==> src/rtl/buf_pkg.sv <==
// Shared defaults and FSM state encoding for the QPSK frame buffer writer.
package buf_pkg;

  localparam int DATA_WIDTH_DEF = 2;
  localparam int ADDR_WIDTH_DEF = 11;

  typedef enum logic [1:0] {
    ST_IDLE = 2'd0,
    ST_FILL = 2'd1,
    ST_FULL = 2'd2
  } state_t;

endpackage

==> src/rtl/buf_writer_if.sv <==
// Bit-input handshake, buffer write port and status flags of buf_writer.
interface buf_writer_if #(
  parameter int DATA_WIDTH = buf_pkg::DATA_WIDTH_DEF,
  parameter int ADDR_WIDTH = buf_pkg::ADDR_WIDTH_DEF
) ();

  logic                  en;
  logic                  start;
  logic                  bit_in;
  logic                  valid_bit;
  logic                  release_req;
  logic                  ready_bit;
  logic                  wr_en;
  logic [ADDR_WIDTH-1:0] wr_addr;
  logic [DATA_WIDTH-1:0] wr_data;
  logic                  frame_done;
  logic                  buf_full;
  logic                  overflow;
  buf_pkg::state_t       dbg_state;

  // A bit transfers on a rising edge where valid_bit and ready_bit are both
  // high; valid_bit with ready_bit low drops the bit and sets sticky overflow.
  modport master (
    output en, start, bit_in, valid_bit, release_req,
    input  ready_bit, wr_en, wr_addr, wr_data, frame_done, buf_full,
           overflow, dbg_state
  );

  modport slave (
    input  en, start, bit_in, valid_bit, release_req,
    output ready_bit, wr_en, wr_addr, wr_data, frame_done, buf_full,
           overflow, dbg_state
  );

endinterface

==> src/rtl/bit_pair_packer.sv <==
// Packs serial bits MSB-first into 2-bit symbols; a lone half-symbol is held.
module bit_pair_packer (
  input  logic       clk,
  input  logic       rst,
  input  logic       i_bit,
  input  logic       i_valid,
  input  logic       i_clear,
  output logic [1:0] o_pair,
  output logic       o_pair_valid
);

  logic r_half_valid;
  logic r_half_bit;

  always_ff @(posedge clk or negedge rst) begin
    if (!rst) begin
      r_half_valid <= 1'b0;
      r_half_bit   <= 1'b0;
    end else if (i_clear) begin
      r_half_valid <= 1'b0;
      r_half_bit   <= 1'b0;
    end else if (i_valid) begin
      if (r_half_valid) begin
        r_half_valid <= 1'b0;
      end else begin
        r_half_valid <= 1'b1;
        r_half_bit   <= i_bit;
      end
    end
  end

  // The completing bit is combined combinationally so the caller can register it.
  assign o_pair       = {r_half_bit, i_bit};
  assign o_pair_valid = i_valid & r_half_valid & ~i_clear;

endmodule

==> src/rtl/buf_writer.sv <==
// Fills an external symbol buffer one frame at a time from a serial bit stream,
// then holds it full until the reader releases it.
module buf_writer
  import buf_pkg::*;
#(
  parameter int DATA_WIDTH = DATA_WIDTH_DEF,
  parameter int ADDR_WIDTH = ADDR_WIDTH_DEF
) (
  input logic         clk,
  input logic         rst,
  buf_writer_if.slave bus
);

  localparam logic [ADDR_WIDTH-1:0] LAST_ADDR = '1;

  state_t                r_state;
  logic [ADDR_WIDTH-1:0] r_wr_addr;
  logic [DATA_WIDTH-1:0] r_wr_data;
  logic                  r_wr_pend;
  logic                  r_overflow;

  logic       w_ready;
  logic       w_accept;
  logic       w_clear;
  logic       w_issue;
  logic [1:0] w_pair;
  logic       w_pair_valid;

  assign w_ready  = (r_state == ST_FILL) & bus.en;
  assign w_accept = bus.valid_bit & w_ready;
  assign w_clear  = (r_state == ST_IDLE) & bus.start & bus.en;
  // A completed symbol waits in r_wr_pend through any en=0 stretch.
  assign w_issue  = r_wr_pend & bus.en;

  bit_pair_packer u_packer (
    .clk          (clk),
    .rst          (rst),
    .i_bit        (bus.bit_in),
    .i_valid      (w_accept),
    .i_clear      (w_clear),
    .o_pair       (w_pair),
    .o_pair_valid (w_pair_valid)
  );

  always_ff @(posedge clk or negedge rst) begin
    if (!rst) begin
      r_state    <= ST_IDLE;
      r_wr_addr  <= '0;
      r_wr_data  <= '0;
      r_wr_pend  <= 1'b0;
      r_overflow <= 1'b0;
    end else begin
      if (bus.valid_bit && !w_ready) r_overflow <= 1'b1;
      if (bus.en) begin
        if (w_issue) r_wr_pend <= 1'b0;
        if (w_pair_valid) begin
          r_wr_pend <= 1'b1;
          r_wr_data <= w_pair;
        end
        case (r_state)
          ST_IDLE: begin
            if (bus.start) begin
              r_state   <= ST_FILL;
              r_wr_addr <= '0;
            end
          end
          ST_FILL: begin
            if (w_issue) begin
              if (r_wr_addr == LAST_ADDR) r_state <= ST_FULL;
              else                        r_wr_addr <= r_wr_addr + 1'b1;
            end
          end
          ST_FULL: begin
            if (bus.release_req) begin
              r_state   <= ST_IDLE;
              r_wr_addr <= '0;
            end
          end
          default: r_state <= ST_IDLE;
        endcase
      end
    end
  end

  assign bus.ready_bit  = w_ready;
  assign bus.wr_en      = w_issue;
  assign bus.wr_addr    = r_wr_addr;
  assign bus.wr_data    = r_wr_data;
  assign bus.frame_done = w_issue & (r_wr_addr == LAST_ADDR);
  assign bus.buf_full   = (r_state == ST_FULL);
  assign bus.overflow   = r_overflow;
  assign bus.dbg_state  = r_state;

endmodule
==> src/flat_wrapper.sv <==
// flat-port wrapper written by rule: the top's interface ports become plain ports
module buf_writer_flat import buf_pkg::*;
#(
  parameter int DATA_WIDTH = DATA_WIDTH_DEF,
  parameter int ADDR_WIDTH = ADDR_WIDTH_DEF
)
  (clk, rst, bus_en, bus_start, bus_bit_in, bus_valid_bit, bus_release_req, bus_ready_bit, bus_wr_en, bus_wr_addr, bus_wr_data, bus_frame_done, bus_buf_full, bus_overflow, bus_dbg_state);
  buf_writer_if #(.DATA_WIDTH(DATA_WIDTH), .ADDR_WIDTH(ADDR_WIDTH)) bus_i ();
  input logic clk;
  input logic rst;
  input wire logic [$bits(bus_i.en)-1:0] bus_en;
  input wire logic [$bits(bus_i.start)-1:0] bus_start;
  input wire logic [$bits(bus_i.bit_in)-1:0] bus_bit_in;
  input wire logic [$bits(bus_i.valid_bit)-1:0] bus_valid_bit;
  input wire logic [$bits(bus_i.release_req)-1:0] bus_release_req;
  output wire logic [$bits(bus_i.ready_bit)-1:0] bus_ready_bit;
  output wire logic [$bits(bus_i.wr_en)-1:0] bus_wr_en;
  output wire logic [$bits(bus_i.wr_addr)-1:0] bus_wr_addr;
  output wire logic [$bits(bus_i.wr_data)-1:0] bus_wr_data;
  output wire logic [$bits(bus_i.frame_done)-1:0] bus_frame_done;
  output wire logic [$bits(bus_i.buf_full)-1:0] bus_buf_full;
  output wire logic [$bits(bus_i.overflow)-1:0] bus_overflow;
  output wire logic [$bits(bus_i.dbg_state)-1:0] bus_dbg_state;
  assign bus_i.en = bus_en;
  assign bus_i.start = bus_start;
  assign bus_i.bit_in = bus_bit_in;
  assign bus_i.valid_bit = bus_valid_bit;
  assign bus_i.release_req = bus_release_req;
  assign bus_ready_bit = bus_i.ready_bit;
  assign bus_wr_en = bus_i.wr_en;
  assign bus_wr_addr = bus_i.wr_addr;
  assign bus_wr_data = bus_i.wr_data;
  assign bus_frame_done = bus_i.frame_done;
  assign bus_buf_full = bus_i.buf_full;
  assign bus_overflow = bus_i.overflow;
  assign bus_dbg_state = bus_i.dbg_state;
  buf_writer #(.DATA_WIDTH(DATA_WIDTH), .ADDR_WIDTH(ADDR_WIDTH)) u_core (.clk(clk), .rst(rst), .bus(bus_i));
endmodule
==> config.mk <==
export PLATFORM = sky130hd
export DESIGN_NAME = buf_writer_flat
export DESIGN_NICKNAME = d
export VERILOG_FILES = /design/src/rtl/buf_pkg.sv /design/src/rtl/buf_writer_if.sv /design/src/rtl/bit_pair_packer.sv /design/src/rtl/buf_writer.sv /design/src/flat_wrapper.sv
export SDC_FILE = /design/constraint.sdc
export NUM_CORES = 1
export LEC_CHECK = 0
export CAP_MARGIN = 10
export CORE_MARGIN = 5
export CORE_UTILIZATION = 45
export DETAILED_ROUTE_END_ITERATION = 12
export PLACE_DENSITY = 0.74
export SYNTH_ARGS = -nofsm -noshare
export SYNTH_HDL_FRONTEND = slang
export SYNTH_HIERARCHICAL = 1
export SYNTH_SLANG_ARGS = --single-unit
==> constraint.sdc <==
create_clock -name clk -period 4.78 [get_ports clk]
set_clock_uncertainty 0.2 [all_clocks]
set_input_delay 1.434 -clock clk [delete_from_list [all_inputs] [get_ports clk]]
set_output_delay 1.434 -clock clk [all_outputs]
set_load 0.02 [all_outputs]
==> summary.txt, run 1 <==
Clock tree
  – Post-CTS Hold Fix Bufs: 0
  – Postcts setup bufs: 0
  – Register clock-pin slew on the reported worst setup and hold paths: 0.11 ns
  – Post-CTS sizing: 0
  – TritonCTS clock tree: done
  – Clock Tree Root: clkbuf_4
  – Clk Latency, worst-skew pair: 0.30 ns
  – Max Buffers Root-to-Sink: 2
  – Cts bufs inserted: 3
  – Depth of the CTS H-tree: 1
  – Total clock sinks: 19

Die
  – Top Ports: 27
  – Starting density of the core: 0.476
  – Core Area: 0.00221 mm²
  – Chip Width: 58.4 µm
  – Row count: 17
  – Die area: 0.00341 mm²
  – Chip height: ~60 µm

Synth
  – Mean Syn Cell Area: 9.48 µm²
  – Count leader, synth: dfrtp_1
  – Mapped Cells: approximately 110
  – Ys Warns: 6
  – Asr flop ratio synth: 1.00
  – Ranking of synthesized cells by area: dfrtp_1 45%, nand2_1 5.0%, a31oi_1 4.2%, mux2i_1 2.9%, a32oi_4 2.6%
  – Seq cells post-synth: 19
  – Register area share after synthesis: 0.452
  – Cell taking the most area after synthesis: dfrtp_1
  – Post-synth top cells: 19 x dfrtp_1, 14 x nand2_1, 7 x a31oi_1, 7 x inv_1
  – Top-area cell type share of the netlist area: 0.452
  – Yosys cell types: 37
  – Ys flop type: dfrtp_1
  – Mapped Nets: 119
  – Post-synth design cell area: roughly 0.0011 mm²
  – Number of synthesized flops with an enable pin: 0

Worst setup path
  – Worst path max stage delay: 0.60 ns
  – Worst Path Buf+Inv: 2
  – Worst path arrival time: 2.86 ns
  – Worst-path fanout max: 3
  – Setup crit start kind: primary input
  – Critical Path Most Common Cell: clkdlybuf4s50_1
  – CP endpoint kind: output pin
  – Slowest library cell on the worst path: clkdlybuf4s50_1
  – Crit path cell chain: clkdlybuf4s50_1 > and2_1 > and3_1 > clkdlybuf4s50_1
  – CP top delay family: buffers and inverters
  – CP Class: primary input to output pin
  – Worst path required time: 3.15 ns

Drt
  – Initial drt markers: 29
  – DR WL/cell: 15.3 µm
  – # DRC: 0
  – Routed vias: 949
  – Post-detailed-route count of antenna-violating nets: 0
  – Drt pass-1 iters: 4
  – WL final: about 2500 µm
  – Avg Vias per Cell: 5.75

STA
  – Setup violators final: 0
  – Worst Tran Pin Value: 0.850 ns
  – Max Freq: 222 MHz
  – Final period util: 0.941
  – Max Slew Vio Count: 0
  – Final Hold Fails: 0
  – Slew margin rel.: 0.431
  – RSZ-0062 raised after global routing: false
  – Setup TNS: 0 ns
  – Final min period: 4.50 ns

Power and ir drop
  – Pwr dens: 364 mW/mm²
  – Combinational power share: 0.361
  – Clock power share: 0.168
  – Worst VDD drop: 0.000344 V
  – Cell internal pwr: 0.313 mW
  – Sw Share: 0.369
  – Leakage power: 0.597 nW
  – P_sw: 0.183 mW
  – Reg power frac: 0.472

Final layout
  – Antenna Cells: 0
  – Filler cells: 207
  – Non-Filler Instances: approximately 170
  – Nets: 146
  – Area growth syn-to-layout: 29.4%
  – Share of layout cells above drive strength 1: 0.0876

Global route
  – Initial antenna violation count: 0
  – Global-route wire length before repair: 4100 µm
  – GR Overflow Total: 0
  – GRT Util Overall: 0.155
  – Vias in the first global route: about 900
  – Largest net degree at the start of global routing: 20

Place
  – Final HPWL DP: 1890 µm
  – RePlAce Congestion: between 0.8 and 0.9
  – Cell count after placement: 161
  – IO Port Bufs: 26

Worst hold path
  – Worst Hold Class: flip-flop to flip-flop

Job
  – Max_cap viols: 0

Status
  – Status: finished clean
==> kinds of logic (layout without fill, tap and decap cells) <==
logic type                 count (synthesis)  in the layout  share of synthesized area
and+or+nand+nor                           46             46                      0.241
AOI/OAI and AO/OA                         25             25                      0.177
DFF                                       19             19                      0.452
buffers and inverters                     14             40                     0.0594
muxes                                      5              5                     0.0499
adders and majority gates                  1              1                     0.0119
xor gates and xnor gates                   1              1                    0.00832
==> state kept, by name, summed over array words and instances, names as in the netlist <==
name,cells
u_core/bus.dbg_state,2
u_core/bus.overflow,1
u_core/bus.wr_addr,11
u_core/bus.wr_data,2
u_core/r_wr_pend,1
u_core/u_packer/r_half_bit,1
u_core/u_packer/r_half_valid,1
==> placed cells by master, fill, tap and decap left out, drive strengths merged, types with 3 or more instances in the layout <==
| master | netlist | final |
|---|---|---|
| a21oi | 3 | 3 |
| a31oi | 7 | 7 |
| and2 | 3 | 3 |
| and3 | 4 | 4 |
| buf | 3 | 3 |
| clkbuf | 4 | 3 |
| clkdlybuf4s50 | 0 | 26 |
| dfrtp | 19 | 19 |
| inv | 7 | 7 |
| mux2i | 3 | 3 |
| nand2 | 14 | 14 |
| nand3 | 5 | 5 |
| nor2 | 5 | 5 |
| o21ai | 6 | 6 |
==> final cells by class <==
type	instances	area, µm²	area share
Tap cell	28	35.0	0.0257
Clock inverter	1	5.00	0.00368
Inverter	7	26.3	0.0193
Timing Repair Buffer	29	283	0.208
Clock buffer	3	22.5	0.0165
Sequential cell	19	475	0.349
Multi-Input combinational cell	78	514	0.378
==> metal layers <==
metal / global-route usage / wire length (µm) / vias to the layer above
li1: - / - / 451
met1: 0.205 / 1070 / 463
met2: 0.249 / 1260 / 33
met3: 0.0263 / 171 / 2
met4: 0.0662 / 13 / 0
met5: 0 / 0 / -
==> worst paths after layout <==
kind / startpoint / end / slack [ns] / depth (start not counted)
min in group asynchronous: rst / u_core/bus.wr_addr[8]$_DFFE_PN0P_ / 1.41 / 1
worst min-delay path: u_core/bus.overflow$_DFFE_PN0P_ / u_core/bus.overflow$_DFFE_PN0P_ / 0.28 / 1
max in group asynchronous: rst / u_core/bus.wr_addr[1]$_DFFE_PN0P_ / 2.45 / 1
worst min register to register: u_core/bus.overflow$_DFFE_PN0P_ / u_core/bus.overflow$_DFFE_PN0P_ / 0.28 / 1
worst max register to register: u_core/bus.wr_addr[0]$_DFFE_PN0P_ / u_core/bus.wr_addr[9]$_DFFE_PN0P_ / 2.64 / 5
worst max-delay path: bus_en / bus_frame_done / 0.28 / 4
==> through the flow <==
step	hold slack (ns)	power (mW)	area, µm²	setup WS [ns]	utilization
2_1_floorplan	0.310	0.338	1050	1.00	-
3_3_place_gp	0.240	0.407	1330	0.313	0.603
3_5_place_dp	0.251	0.416	1330	0.278	0.603
4_1_cts	0.277	0.499	1360	0.278	0.615
5_1_grt	0.293	0.526	1360	0.259	0.615
6_report	0.280	0.496	1360	0.282	0.615
==> power by group through the flow <==
stage	logic [mW]	clock network [mW]	registers, mW
after global placement	0.174	0	0.233
after global routing	0.193	0.0918	0.241
after detailed placement	0.179	0	0.236
final	0.179	0.0831	0.234
after floorplan	0.0851	0	0.253
after CTS	0.180	0.0851	0.233
No activity file was read; power rests on OpenSTA's default activity.
==> run 2, diff against run 1 <==
==> constraint.sdc (replaced) <==
create_clock -name clk -period 4.5 [get_ports clk]
set_clock_uncertainty 0.2 [all_clocks]
set_input_delay 1.35 -clock clk [delete_from_list [all_inputs] [get_ports clk]]
set_output_delay 1.35 -clock clk [all_outputs]
set_load 0.02 [all_outputs]
==> run 2 against run 1 <==
  * Combinational power up 4%
  * Critical path depth unchanged
  * Wire length decreased by 0.91%
  * Global-route usage shrank 1.0 points
  * Clock power increased by 5.7%
  * First-iteration DRC count up 86%
  * Die area is the same
  * Final area barely moved
  * Sequential share of layout area hardly changed
  * Via count increased by 0.63%
  * Worst hold slack better by 0.0034 ns
==> summary.txt, run 2 (synthesis results as in run 1) <==
Clock tree
  – TritonCTS clock tree: done (unchanged)
  – Clock Tree Root: clkbuf_4 (unchanged)
  – Post-CTS sizing: 0 (unchanged)
  – Postcts setup bufs: 0 (unchanged)
  – Cts bufs inserted: 3 (unchanged)
  – Clk Latency, worst-skew pair: 0.29 ns (was 0.30 ns)
  – Depth of the CTS H-tree: 1 (unchanged)
  – Total clock sinks: 19 (unchanged)
  – Post-CTS Hold Fix Bufs: 0 (unchanged)
  – Register clock-pin slew on the reported worst setup and hold paths: 0.11 ns (about the same)
  – Max Buffers Root-to-Sink: 2 (unchanged)

Power and ir drop
  – Leakage power: 0.594 nW (was 0.597 nW)
  – Total power: 0.522 mW (was 0.496 mW)
  – Pwr dens: 384 mW/mm² (was 364 mW/mm²)
  – Worst VDD drop: 0.000285 V (was 0.000344 V)

STA
  – RSZ-0062 raised after global routing: false (unchanged)
  – Final period util: 0.961
  – Worst Tran Pin Value: 0.867 ns (was 0.850 ns)
  – Max Slew Vio Count: 0 (unchanged)
  – Slew margin rel.: 0.420 (was 0.431)
  – Setup TNS: 0 ns (unchanged)
  – Setup violators final: 0 (unchanged)
  – Final min period: 4.32 ns
  – Max Freq: 231 MHz
  – Final Hold Fails: 0 (unchanged)

Drt
  – DR WL/cell: 15.1 µm (was 15.3 µm)
  – Routed vias: 955 (was 949)
  – WL final: 2500 µm (was 2520 µm)
  – Initial drt markers: 54 (was 29)
  – Drt pass-1 iters: 4 (unchanged)
  – Post-detailed-route count of antenna-violating nets: 0 (unchanged)
  – Avg Vias per Cell: 5.79 (was 5.75)
  – # DRC: 0 (unchanged)

Place
  – RePlAce Congestion: 0.866 (was 0.867)
  – Final HPWL DP: 1800 µm (was 1890 µm)
  – IO Port Bufs: 26 (unchanged)

Worst setup path
  – CP endpoint kind: output pin (unchanged)
  – R2r endpoint: u_core/bus.wr_addr[1]$_DFFE_PN0P_ (was u_core/bus.wr_addr[9]$_DFFE_PN0P_)
  – Worst path required time: 2.95 ns (was 3.15 ns)
  – R2R cell count: 5 (unchanged)
  – Critical Path Start: bus_en (unchanged)
  – FF-to-FF Start: u_core/bus.wr_addr[0]$_DFFE_PN0P_ (unchanged)
  – Worst path arrival time: 2.77 ns (was 2.86 ns)
  – Worst-path fanout max: 3 (unchanged)
  – CP Class: primary input to output pin (unchanged)
  – Setup crit start kind: primary input (unchanged)
  – R2R setup slack: 2.39 ns (was 2.64 ns)
  – Crit path capture: bus_frame_done (unchanged)

Die
  – Chip height: 58.4 µm (unchanged)
  – Core Area: 0.00221 mm² (unchanged)
  – Row count: 17 (unchanged)
  – Die area: 0.00341 mm² (unchanged)
  – Starting density of the core: 0.476 (unchanged)
  – Chip Width: 58.4 µm (unchanged)
  – Top Ports: 27 (unchanged)

Final layout
  – Most common library cell in the layout ignoring fill and taps: clkdlybuf4s50_1 (unchanged)
  – Share of layout cells above drive strength 1: 0.0803 (was 0.0876)
  – Filler cells: 208 (was 207)
  – Most frequent cells in the layout: 26 x clkdlybuf4s50_1, 19 x dfrtp_1, 14 x nand2_1 (unchanged)
  – Reg area: 475 µm² (unchanged)
  – Antenna Cells: 0 (unchanged)
  – Area of the multi-input gates: 514 µm² (unchanged)
  – Nets: 146 (unchanged)
  – Largest register FFs: 11 (unchanged)
  – Area growth syn-to-layout: 29.3% (was 29.4%)

Global route
  – GR Layer Usage met3: 0.0285 (was 0.0263)
  – Met1 usage: 0.197 (was 0.205)
  – GR Util met2: 0.234 (was 0.249)
  – Largest net degree at the start of global routing: 20 (unchanged)
  – Vias in the first global route: 825 (was 899)
  – Gr busiest metal: met2 (unchanged)
  – Initial antenna violation count: 0 (unchanged)
  – GRT Util Overall: 0.145 (was 0.155)
  – Global-route wire length before repair: 3820 µm (was 4100 µm)
  – GR Overflow Total: 0 (unchanged)

Worst hold path
  – Min-delay src: u_core/bus.overflow$_DFFE_PN0P_ (unchanged)
  – Worst Hold Class: flip-flop to flip-flop (unchanged)

Status
  – Status: finished clean (unchanged)

Job
  – Max_cap viols: 0 (unchanged)
==> run 2: cell types whose count changed in the layout (fill, tap and decap cells not counted), sizes merged <==
| cell | change |
|---|---|
| clkinv | -1 |
| clkbuf | +1 |
==> run 2: cell type report <==
cell class,count,share of cell area
inverter,7,0.0193
tap,28,0.0258
multi-input combinational,78,0.378
timing repair buffer,29,0.208
clock buffer,4,0.0193
sequential,19,0.350
==> run 2: metrics by stage <==
stage	worst slack (ns)	util	cells	hold WS, ns	instance area, µm²
after floorplan	0.888	-	111	0.310	1050
after global placement	0.201	0.603	161	0.240	1330
after detailed placement	0.205	0.603	161	0.273	1330
after CTS	0.191	0.615	165	0.300	1360
after global routing	0.153	0.615	165	0.323	1360
final	0.177	0.615	165	0.284	1360
==> run 2: power by group <==
part | switching, mW | total, mW | leakage (nW) | internal (mW)
Combinational | 0.0955 | 0.187 | 0.349 | 0.0919
Sequential | 0.0399 | 0.246 | 0.230 | 0.206
Clock | 0.0534 | 0.0878 | 0.0150 | 0.0345
Total | 0.189 | 0.522 | 0.594 | 0.333
==> run 2: routing by layer <==
metal  wire [µm]  share of wire
met1        1080           0.43
met5           0              0
met3         196          0.078
met4          16         0.0064
met2        1210           0.48
==> run 2: worst min-delay path by stage <==
stage	to	slack [ns]	cells past startpoint
2_1_floorplan	u_core/u_packer/r_half_bit$_DFFE_PN0P_	0.31	2
3_3_place_gp	u_core/bus.overflow$_DFFE_PN0P_	0.24	1
3_5_place_dp	u_core/bus.overflow$_DFFE_PN0P_	0.27	1
4_1_cts	u_core/bus.overflow$_DFFE_PN0P_	0.30	1
5_1_grt	u_core/bus.overflow$_DFFE_PN0P_	0.32	1
6_report	u_core/bus.overflow$_DFFE_PN0P_	0.28	1
==> run 2: worst max-delay path: stages <==
cell and delay [ns]:
clkdlybuf4s50_1 0.48, and2_1 0.18, and3_1 0.16, clkdlybuf4s50_1 0.60
